## src/rtl/uart_temp_rx.sv

```systemverilog
// UART receiver for 50-bit temperature-count frames: start, 32-bit count,
// 16'h0D0A trailer, stop. Emits the decoded count with a one-cycle strobe.
module uart_temp_rx #(
  parameter int CLK_FREQ  = 50_000_000,
  parameter int BAUD_RATE = 115200
) (
  input  logic        clk,
  input  logic        reset_n,
  input  logic        uart_rx_i,
  output logic [31:0] count_o,
  output logic        count_valid_o,
  output logic        frame_err_o,
  output logic        busy_o
);
  localparam int CLKS_PER_BIT = CLK_FREQ / BAUD_RATE;
  localparam int HALF_BIT     = CLKS_PER_BIT / 2;
  localparam int TW           = ($clog2(CLKS_PER_BIT) > 9) ? $clog2(CLKS_PER_BIT) : 9;
  localparam logic [TW-1:0] BIT_LAST  = TW'(CLKS_PER_BIT - 1);
  localparam logic [TW-1:0] HALF_LAST = TW'(HALF_BIT - 1);
  localparam logic [15:0]   TRAILER   = 16'h0D0A;

  localparam logic [2:0] S_IDLE      = 3'd0;
  localparam logic [2:0] S_START     = 3'd1;
  localparam logic [2:0] S_DATA      = 3'd2;
  localparam logic [2:0] S_STOP      = 3'd3;
  localparam logic [2:0] S_WAIT_HIGH = 3'd4;

  logic [1:0]    r_sync;
  logic [2:0]    r_state;
  logic [TW-1:0] r_timer;
  logic [5:0]    r_bit_idx;
  logic [47:0]   r_shift;
  logic [31:0]   r_count;
  logic          r_valid;
  logic          r_err;
  logic          w_rx_s;

  assign w_rx_s = r_sync[1];

  // Sync flops reset high so a released reset looks like an idle line.
  always_ff @(posedge clk or negedge reset_n) begin
    if (!reset_n) r_sync <= 2'b11;
    else          r_sync <= {r_sync[0], uart_rx_i};
  end

  always_ff @(posedge clk or negedge reset_n) begin
    if (!reset_n) begin
      r_state   <= S_IDLE;
      r_timer   <= '0;
      r_bit_idx <= '0;
      r_shift   <= '0;
      r_count   <= '0;
      r_valid   <= 1'b0;
      r_err     <= 1'b0;
    end else begin
      r_valid <= 1'b0;
      r_err   <= 1'b0;
      case (r_state)
        S_IDLE: begin
          if (!w_rx_s) begin
            r_state <= S_START;
            r_timer <= '0;
          end
        end
        S_START: begin
          if (r_timer == HALF_LAST) begin
            r_timer <= '0;
            if (w_rx_s) begin
              r_state <= S_IDLE;
            end else begin
              r_state   <= S_DATA;
              r_bit_idx <= '0;
            end
          end else begin
            r_timer <= r_timer + TW'(1);
          end
        end
        S_DATA: begin
          if (r_timer == BIT_LAST) begin
            r_shift   <= {w_rx_s, r_shift[47:1]};
            r_timer   <= '0;
            r_bit_idx <= r_bit_idx + 6'd1;
            if (r_bit_idx == 6'd47) r_state <= S_STOP;
          end else begin
            r_timer <= r_timer + TW'(1);
          end
        end
        S_STOP: begin
          // Leave at mid-stop-bit so a start bit right after it is caught.
          if (r_timer == BIT_LAST) begin
            r_timer <= '0;
            if (!w_rx_s) begin
              r_err   <= 1'b1;
              r_state <= S_WAIT_HIGH;
            end else if (r_shift[47:32] == TRAILER) begin
              r_count <= r_shift[31:0];
              r_valid <= 1'b1;
              r_state <= S_IDLE;
            end else begin
              r_err   <= 1'b1;
              r_state <= S_IDLE;
            end
          end else begin
            r_timer <= r_timer + TW'(1);
          end
        end
        S_WAIT_HIGH: begin
          if (w_rx_s) r_state <= S_IDLE;
        end
        default: r_state <= S_IDLE;
      endcase
    end
  end

  assign count_o       = r_count;
  assign count_valid_o = r_valid;
  assign frame_err_o   = r_err;
  assign busy_o        = (r_state != S_IDLE);
endmodule

```

## config.mk

```make
export PLATFORM = sky130hd
export DESIGN_NAME = uart_temp_rx
export DESIGN_NICKNAME = d
export VERILOG_FILES = /design/src/rtl/uart_temp_rx.sv
export SDC_FILE = /design/constraint.sdc
export NUM_CORES = 1
export LEC_CHECK = 0
export ABC_CLOCK_PERIOD_IN_PS = 2400
export CAP_MARGIN = 30
export CORE_MARGIN = 2
export CORE_UTILIZATION = 50
export CTS_CLUSTER_DIAMETER = 30
export DETAILED_ROUTE_END_ITERATION = 7
export PLACE_DENSITY = 0.74
export SETUP_SLACK_MARGIN = 0.3
export SYNTH_ARGS = -nofsm -noshare
export SYNTH_HDL_FRONTEND = slang
export SYNTH_SLANG_ARGS = --single-unit
```

## constraint.sdc

```tcl
create_clock -name clk -period 2.4 [get_ports clk]
set_input_delay 0.24 -clock clk [delete_from_list [all_inputs] [get_ports clk]]
set_output_delay 0.24 -clock clk [all_outputs]
set_load 0.01 [all_outputs]
```

==> summary.txt <==
Cells and area
  – Nets@finish: 358
  – Layout cell share with drive strength beyond 1: 29.01%
  – Area Overhead vs Synth: 15.84%
  – Reg area: 2555 um2
  – Area of the multi-input gates: 1623 um2
  – Core Util, Final: 59.85%
  – Filler Cells Inserted: 674
  – Most common cell after layout, fill and taps aside: dfrtp_1
  – Ant diodes: 0
  – Most frequent cells in the layout: dfrtp_1 (100), mux2_2 (76), clkdlybuf4s50_1 (36), nand2_1 (24), clkbuf_8 (10)
  – Design area: 4942 um2

Floorplan
  – Die area: 9288 um2
  – Starting Density: 51.67%
  – Chip Width: 96.38 um
  – # IOs: 38
  – Core ar.: 8258 um2
  – # rows: 33
  – Die Height: 96.38 um

Timing
  – Fmax: 485.3 MHz
  – Setup Skew: 0.009379 ns
  – Slew @ Worst Pin: 0.7286 ns
  – Relative slew margins: 51.32%
  – Max Slew Vio Count: 0
  – Final setup viols: 0
  – Post-route clock period utilization: 85.86%
  – Setup_tns: 0 ns
  – Post-layout min period: 2.061 ns
  – Endpoints failing hold: 0
  – RSZ-0062 raised after global routing: yes
  – Fin Hold WS: 0.2852 ns

Placed design
  – Gpl congestion: 0.8441
  – Placed inst area: 4753 um2
  – Port Buffer Count: 37
  – Detailed placement HPWL: 4506 um

Detailed routing
  – Pre-Repair DR Iteration Count: 4
  – Post-Route WL: 6896 um
  – DR iter-0 viols: 99
  – Mean number of vias per cell: 5.493
  – Via count: 2527
  – Post-detailed-route DRC marker count: 0
  – Antenna viol nets, final: 0
  – DR WL/cell: 14.99 um

Logic synthesis
  – Yosys warnings: 0
  – Syn Nets: 318
  – #FFs+latches synth: 102
  – Dominant cells by area after synthesis: dfrtp_1 (59%), mux2_2 (20%), nand2_1 (2.1%)
  – Main synth FF type: dfrtp_1
  – Post-synth top area cell: dfrtp_1
  – Synth top area share: 58.65%
  – Mean post-synth cell area: 13.72 um2
  – Post-synth EDFFs: 0
  – Mapped Cells: 311
  – Register area share after synthesis: 59.88%
  – Ys async rst share: 100.0%
  – Distinct cells, synth: 46
  – Post-Syn Area: 4267 um2

CTS
  – CTS tree: done
  – Clk sinks: 102
  – Root Driver: clkbuf_8
  – Worst-Skew Late Latency: 0.36 ns
  – Clk slew on worst S/H paths: 0.09 ns
  – CTS Buf Count: 9
  – Post-CTS setup buffer count: 0
  – H-Tree Depth: 3
  – Clock buffer depth: 2

Global routing
  – Initial antenna violation count: 0
  – Vias in the first global route: 2583
  – GRT Total Usage: 16.80%
  – Largest net degree at the start of global routing: 58
  – Total congestion overflow: 0
  – Global-route wire length before repair: 12000 um

Power and ir drop
  – Power Density: 554.7 nW/um2
  – Worst VDD drop: 0.5126 mV
  – P_leak: 0.002395 uW
  – Overall power: 2741 uW

Worst setup path
  – Crit path capture type: register
  – CP Class: register to register
  – Startpoint Class: register
  – Worst-path maximum fanout: 33
  – CP Data Arrival Time: 2.30 ns
  – WP data required: 2.64 ns

Run
  – Max cap viols: 0

Min path
  – Worst hold path type: primary input to register

Status
  – Outcome: finished, final reports clean
Yosys cell counts, types with 2 or more instances:
master   number
nor4_1        3
nand2_1      24
o31a_1        4
dfrtp_1     100
nor2_1        6
o21a_1        3
a21o_1        2
dfstp_2       2
nor3_1        4
mux2_2       76
or4_1         2
inv_1         6
and2_1        2
o21ai_0       7
mux2_1        4
and3_1        3
or3_1         2
buf_1         2
nor3b_1       3
nor2b_1       4
buf_6         3
o22ai_1       5
a211o_1       2
buf_2         5
nand4_1       2
ha_1          4
a21oi_1       8
nand3_1       5
kinds of logic after synthesis:
kind of cell | Yosys count | synth area share, %
simple gates | 70 | 9.619
compound gates | 37 | 5.865
buf+inv | 18 | 2.346
flops | 102 | 59.88
fa+ha+maj | 4 | 1.173
mux | 80 | 21.11
metrics by stage:
stage                     instances  worst slack (ns)
final                           460            0.3393
after global placement          444            0.3866
after floorplan                 311            0.4331
after global routing            460            0.1853
after detailed placement        444            0.3462
after CTS                       460            0.3265
final timing paths:
kind                            depth (start not counted)          end  slack [ns]        from
worst max register to register                          7  count_o[20]        0.34  r_timer[1]
min in group asynchronous                               2   r_shift[4]        0.43     reset_n
worst min register to register                          0    r_sync[1]        0.37   r_sync[0]
max in group asynchronous                               3    r_sync[1]        1.23     reset_n
worst min-delay path                                    1    r_sync[0]        0.29   uart_rx_i
worst max-delay path                                    7  count_o[20]        0.34  r_timer[1]
metal layers:
metal,track usage [%],share of wire (%),wire [um]
met3,4.655,2.8,193
met1,22.18,46,3154
met2,26.74,50,3452
met5,0,0,0
met4,6.221,1.4,96
worst max-delay path, stage by stage, from the launching register on:
cell      delay, ns
dfrtp_1        0.42
inv_1          0.08
ha_1           0.13
and4bb_2       0.34
nand4_4        0.14
nor4_4         0.21
buf_12         0.26
mux2_2         0.36
what timing repair did:
action | CTS | global route
hold buffers | 1 | 0
hold endpoints to repair | 45 | 0
setup endpoints to repair | 0 | 69
resized for setup | 0 | 1
where the power goes:
part	switching, uW	leakage [uW]	internal (uW)	total (uW)
clock network	570	0.0000902	408	978
logic	32.7	0.000901	7.83	40.5
registers	2.59	0.00140	1720	1720
area by class of cell:
cell class                 instances  area share [%]
inverter                           6          0.4557
sequential                       102           51.70
timing repair buffer              41           8.861
tap                              105           2.658
clock inverter                     4          0.6329
clock buffer                      11           2.861
multi-input combinational        191           32.84
sequential cells by signal, summed over array words and instances, names as in the netlist:
register       flops
r_timer            9
frame_err_o        1
count_o           32
r_state            3
r_bit_idx          6
count_valid_o      1
r_sync             2
r_shift           48
No activity file was read; power rests on OpenSTA's default activity.
